==> config.mk <==
export PLATFORM = sky130hd
export DESIGN_NAME = if_prefetch_stage
export DESIGN_NICKNAME = d
export VERILOG_FILES = /design/src/rtl/if_prefetch_stage.sv
export SDC_FILE = /design/constraint.sdc
export NUM_CORES = 1
export LEC_CHECK = 0
export CORE_MARGIN = 10
export CORE_UTILIZATION = 57
export CTS_BUF_LIST = sky130_fd_sc_hd__clkbuf_4 sky130_fd_sc_hd__clkbuf_8 sky130_fd_sc_hd__clkbuf_16
export CTS_CLUSTER_DIAMETER = 150
export DETAILED_ROUTE_END_ITERATION = 7
export PLACE_DENSITY = 0.8
export SETUP_SLACK_MARGIN = 0.02
export SKIP_CTS_REPAIR_TIMING = 1
export SYNTH_ARGS = -nofsm -noshare
export SYNTH_HDL_FRONTEND = slang
export SYNTH_SLANG_ARGS = --single-unit
export TNS_END_PERCENT = 1
==> constraint.sdc <==
create_clock -name clk1 -period 4.1 [get_ports clk1]
set_input_delay 0.82 -clock clk1 [delete_from_list [all_inputs] [get_ports clk1]]
set_output_delay 0.82 -clock clk1 [all_outputs]
set_load 0.05 [all_outputs]
==> src/rtl/if_prefetch_stage.sv <==
// Instruction-fetch stage with a small prefetch queue: issues word fetches to a
// synchronous instruction memory, buffers returned words with their next-PC, and hands them to decode.
module if_prefetch_stage #(
    parameter int unsigned   DEPTH    = 4,
    parameter int unsigned   AW       = 32,
    parameter logic [AW-1:0] RESET_PC = '0,
    parameter logic [5:0]    HLT_OP   = 6'h3f
) (
    input  logic          clk1,
    input  logic          rst,
    output logic          imem_en,
    output logic [AW-1:0] imem_addr,
    input  logic [31:0]   imem_rdata,
    output logic          dec_valid,
    input  logic          dec_ready,
    output logic [31:0]   dec_ir,
    output logic [AW-1:0] dec_npc,
    input  logic          br_taken,
    input  logic [AW-1:0] br_target,
    output logic          halted
);
    localparam int unsigned PW = $clog2(DEPTH);
    localparam int unsigned CW = PW + 1;

    // Handshake: the head moves to decode on a cycle where dec_valid and dec_ready are both 1;
    // dec_valid never depends on dec_ready.
    logic [AW-1:0] r_pc;
    logic [31:0]   r_q_ir  [DEPTH];
    logic [AW-1:0] r_q_npc [DEPTH];
    logic [PW-1:0] r_head;
    logic [PW-1:0] r_tail;
    logic [CW-1:0] r_count;
    logic          r_inflight;
    logic [AW-1:0] r_inflight_pc;
    logic          r_stop_fetch;
    logic          r_halted;
    logic          r_fetch_ok;
    logic [31:0]   r_last_ir;
    logic [AW-1:0] r_last_npc;

    logic          w_flush;
    logic          w_ret;
    logic          w_ret_hlt;
    logic [CW:0]   w_used;
    logic          w_credit;
    logic          w_issue;
    logic          w_nonempty;
    logic          w_valid;
    logic          w_deq;
    logic          w_head_hlt;

    assign w_flush    = br_taken && !r_halted;
    assign w_ret      = r_inflight && !w_flush;
    // A returning HLT blocks the issue in the same cycle, so nothing past it is ever fetched.
    assign w_ret_hlt  = w_ret && (imem_rdata[31:26] == HLT_OP);
    assign w_used     = {1'b0, r_count} + {{CW{1'b0}}, r_inflight};
    assign w_credit   = (w_used < (CW+1)'(DEPTH));
    assign w_issue    = r_fetch_ok && !r_stop_fetch && !w_ret_hlt && !r_halted
                        && !br_taken && w_credit;
    assign w_nonempty = (r_count != '0);
    assign w_valid    = w_nonempty && !w_flush;
    assign w_deq      = w_valid && dec_ready;
    assign w_head_hlt = (r_q_ir[r_head][31:26] == HLT_OP);

    assign imem_en    = w_issue;
    assign imem_addr  = r_pc;
    assign dec_valid  = w_valid;
    assign dec_ir     = w_nonempty ? r_q_ir[r_head]  : r_last_ir;
    assign dec_npc    = w_nonempty ? r_q_npc[r_head] : r_last_npc;
    assign halted     = r_halted;

    always_ff @(posedge clk1) begin
        if (rst) begin
            r_pc          <= RESET_PC;
            r_head        <= '0;
            r_tail        <= '0;
            r_count       <= '0;
            r_inflight    <= 1'b0;
            r_inflight_pc <= '0;
            r_stop_fetch  <= 1'b0;
            r_halted      <= 1'b0;
            r_fetch_ok    <= 1'b0;
            r_last_ir     <= '0;
            r_last_npc    <= '0;
        end else begin
            // The first cycle out of reset is idle; fetching starts the cycle after.
            r_fetch_ok <= 1'b1;
            if (w_flush) begin
                r_head       <= '0;
                r_tail       <= '0;
                r_count      <= '0;
                r_inflight   <= 1'b0;
                r_stop_fetch <= 1'b0;
                r_pc         <= br_target;
            end else begin
                r_inflight <= w_issue;
                if (w_issue) begin
                    r_pc          <= r_pc + AW'(1);
                    r_inflight_pc <= r_pc;
                end
                if (w_ret) begin
                    r_tail <= r_tail + PW'(1);
                    if (w_ret_hlt) begin
                        r_stop_fetch <= 1'b1;
                    end
                end
                if (w_deq) begin
                    r_head     <= r_head + PW'(1);
                    r_last_ir  <= r_q_ir[r_head];
                    r_last_npc <= r_q_npc[r_head];
                    if (w_head_hlt) begin
                        r_halted <= 1'b1;
                    end
                end
                r_count <= r_count + CW'(w_ret) - CW'(w_deq);
            end
        end
    end

    always_ff @(posedge clk1) begin
        if (w_ret) begin
            r_q_ir[r_tail]  <= imem_rdata;
            r_q_npc[r_tail] <= r_inflight_pc + AW'(1);
        end
    end

    // The credit check reserves a slot for every outstanding fetch.
    a_no_enq_when_full: assert property (@(posedge clk1) disable iff (rst)
        !(w_ret && (r_count == CW'(DEPTH))));

endmodule

==> qor.yml <==
status: "finished, final reports clean"
final_nets: 1576
crit_arrival_ns: 2.85
worstSkewPairLatency_ns: 0.52
path_cells: "or3_2 > buf_12 > nand2_1 > nand2_1 > clkdlybuf4s50_1"
synth_xor_area_share_pct: 2.350
critPathRequiredTime_ns: 3.28
relSlewSlack_pct: 15.64
clk_pin_slew_worst_paths_ns: 0.07
drc_errors: 0
crit_family: "buffers and inverters"
syn-instance-count: 1346
maxSlewViolCount: 0
cp-end-kind: "output pin"
rsz0062_at_grt: "no"
ys.warnings.count: 0
vias: 11254
fmax_ghz: 0.2728
hold_path.class: "reg -> reg"
grtUsageTotal_pct: 22.05
cts.sinks: 397
synth_area_per_cell_um2: 12.18
crit_fanout: 48
die_area_mm2: 0.03596
initial_utilization_pct: 57.45
cts_tree: "yes"
cts_max_path_buffers: 3
viasPerCell: 5.874
fin_crit_sh_pct: 89.40
synth_top_family_by_area: "simple AND/OR/NAND/NOR gates"
io_buffer_count: 166
setup_viol: 0
ys.flop_type: "edfxtp_1"
maxCapViolations: 0
wl_per_cell_um: 20.81
rows: 62
postRouteAntennaNets: 0
ys_seq_area_share_pct: 64.08
cts_buffers: 40
worst-path-buf-inv: 2
synth-edff-count: 256
vdd_ir_drop_max_mv: 0.4157
ys_types: 59
cp_slowest_cell: "clkdlybuf4s50_1"
overflow: 0
dieHeight_um: 189.6
crit_path_max_incr_delay_ns: 0.73
syn_to_final_growth_pct: 21.31
crit_path_start_kind: "register"
power.density_mw_per_mm2: 420.5
hpwl_um: 26060
fin_skew_ns: 0.01290
cts_htree_levels: 2
cp_common_cell: "nand2_1"
routed_wl_um: 39880
synth_adder_area_share_pct: 0.7324
ios: 167
die_w_um: 189.6
postSynthNetCount: 1423
setup_tns_ns: 0
dr.pass1.iters: 5
synthSimpleGateAreaFrac_pct: 15.21
tightest_slew_ns: 1.262
first_global_vias: 11341
place.gp.congestion: 0.8631
ys_ff_latch: 397
first_iter_violations: 942
finalCriticalPeriod_ns: 3.666
synth_area_mm2: 0.01640
synth_mux_area_share_pct: 8.850
drive_gt1_share_pct: 12.80
core_mm2: 0.02855
hold_viol: 0
antenna_found_initial: 1
cts_root_buf: "clkbuf_16"
total_power_w: 0.008366
p_leak_nw: 6.785
synth_compound_area_share_pct: 6.393
grt_max_degree: 66
worstSetupPathType: "reg -> out"
async_flop_share_pct: 0
grt_pass1_wl_um: 62540
==> tightest hold or removal path: stages, from the launching register on <==
cell and delay (ns):
dfxtp_1 0.31, nand2_1 0.05, a21oi_1 0.05
==> cells by family after synthesis <==
family,Yosys count
xor gates and xnor gates,44
muxes,65
AOI/OAI and AO/OA,179
DFF,397
adders and majority gates,9
and+or+nand+nor,563
buffers and inverters,89
==> path summary, 6_finish.rpt <==
path	slack (ns)	cells past startpoint	to	startpoint
max	0.43	5	dec_ir[30]	r_count[2]
min	0.45	2	r_last_npc[30]	r_last_npc[30]
max reg2reg	1.34	9	r_count[2]	r_count[2]
min reg2reg	0.45	2	r_last_npc[30]	r_last_npc[30]
==> cells in the mapped netlist (7+ instances only) <==
| cell type | number | area share, % |
|---|---|---|
| and4_1 | 10 | 0.53 |
| edfxtp_1 | 256 | 47 |
| ha_1 | 8 | 0.61 |
| a31oi_1 | 11 | 0.42 |
| nand2_1 | 419 | 9.6 |
| a21oi_1 | 98 | 3.0 |
| o21ai_0 | 30 | 0.92 |
| nor2_1 | 23 | 0.53 |
| nand3_1 | 25 | 0.76 |
| nor3_1 | 8 | 0.24 |
| and3_1 | 18 | 0.69 |
| mux4_2 | 64 | 8.8 |
| xor2_1 | 10 | 0.53 |
| clkbuf_1 | 47 | 1.1 |
| buf_1 | 11 | 0.25 |
| nor4_1 | 10 | 0.38 |
| inv_1 | 9 | 0.21 |
| buf_2 | 15 | 0.46 |
| xnor2_1 | 34 | 1.8 |
| dfxtp_1 | 141 | 17 |
| a21oi_2 | 10 | 0.53 |
| nand4_1 | 17 | 0.65 |
| or3_1 | 7 | 0.27 |
==> cell usage in the layout (no fill, tap or decap), types with 4 or more instances in the layout <==
master	n
xnor2_1	34
and3_2	5
dfxtp_1	139
nor3_1	7
and4_1	10
nor2_1	23
clkbuf_4	15
ha_1	8
a21oi_2	10
mux4_2	64
nand3_1	25
nand4_1	17
a31oi_1	11
a21oi_1	98
a211oi_1	5
o21ai_0	30
a311oi_1	4
buf_12	14
or3_1	6
clkdlybuf4s50_1	163
and2_1	5
clkbuf_16	43
edfxtp_1	256
buf_4	13
inv_1	9
xor2_1	10
nor4_1	10
clkinv_2	6
nand2_1	418
and3_1	13
==> final cells by class <==
cell class                      instances  area (um^2)
Sequential cell                       397        10520
Multi-Input combinational cell        860         5524
Clock inverter                         13        96.34
Fill cell                            2000         8652
Inverter                               10        37.54
Antenna cell                            1        2.502
Tap cell                              384        480.5
Timing Repair Buffer                  190         2009
Clock buffer                           61         1230
==> power breakdown <==
group          leakage, nW  switching [W]  internal, W
clock network        0.672        0.00145      0.00215
registers             3.62      0.0000584      0.00428
logic                 2.49       0.000269     0.000161
==> routing by layer <==
layer,track usage (%),share of wire (%)
met5,0,0
met1,27.14,39
met2,37.43,50
met3,5.016,7.7
met4,8.181,3.2
==> sequential cells by signal, indices dropped and copies added (netlist names), named ones only <==
signal and flops:
r_q_ir 128, r_q_npc 128, imem_addr 32, r_inflight_pc 32, r_last_ir 32, r_last_npc 32
r_count 3, r_head 2, r_tail 2, halted 1, r_fetch_ok 1, r_inflight 1
r_stop_fetch 1
==> stage by stage <==
stage	utilization [%]	cell area, um^2	hold WS (ns)	setup WS (ns)	instances
global route	69.69	19900	0.4723	0.3177	1916
detailed placement	65.04	18570	0.4468	0.5397	1841
CTS	69.68	19890	0.4544	0.4128	1915
finish	69.69	19900	0.4539	0.4344	1916
floorplan	-	16400	0.4366	0.5837	1346
global placement	65.04	18570	0.4415	0.5993	1841
Power figures use the tool's default switching activity.
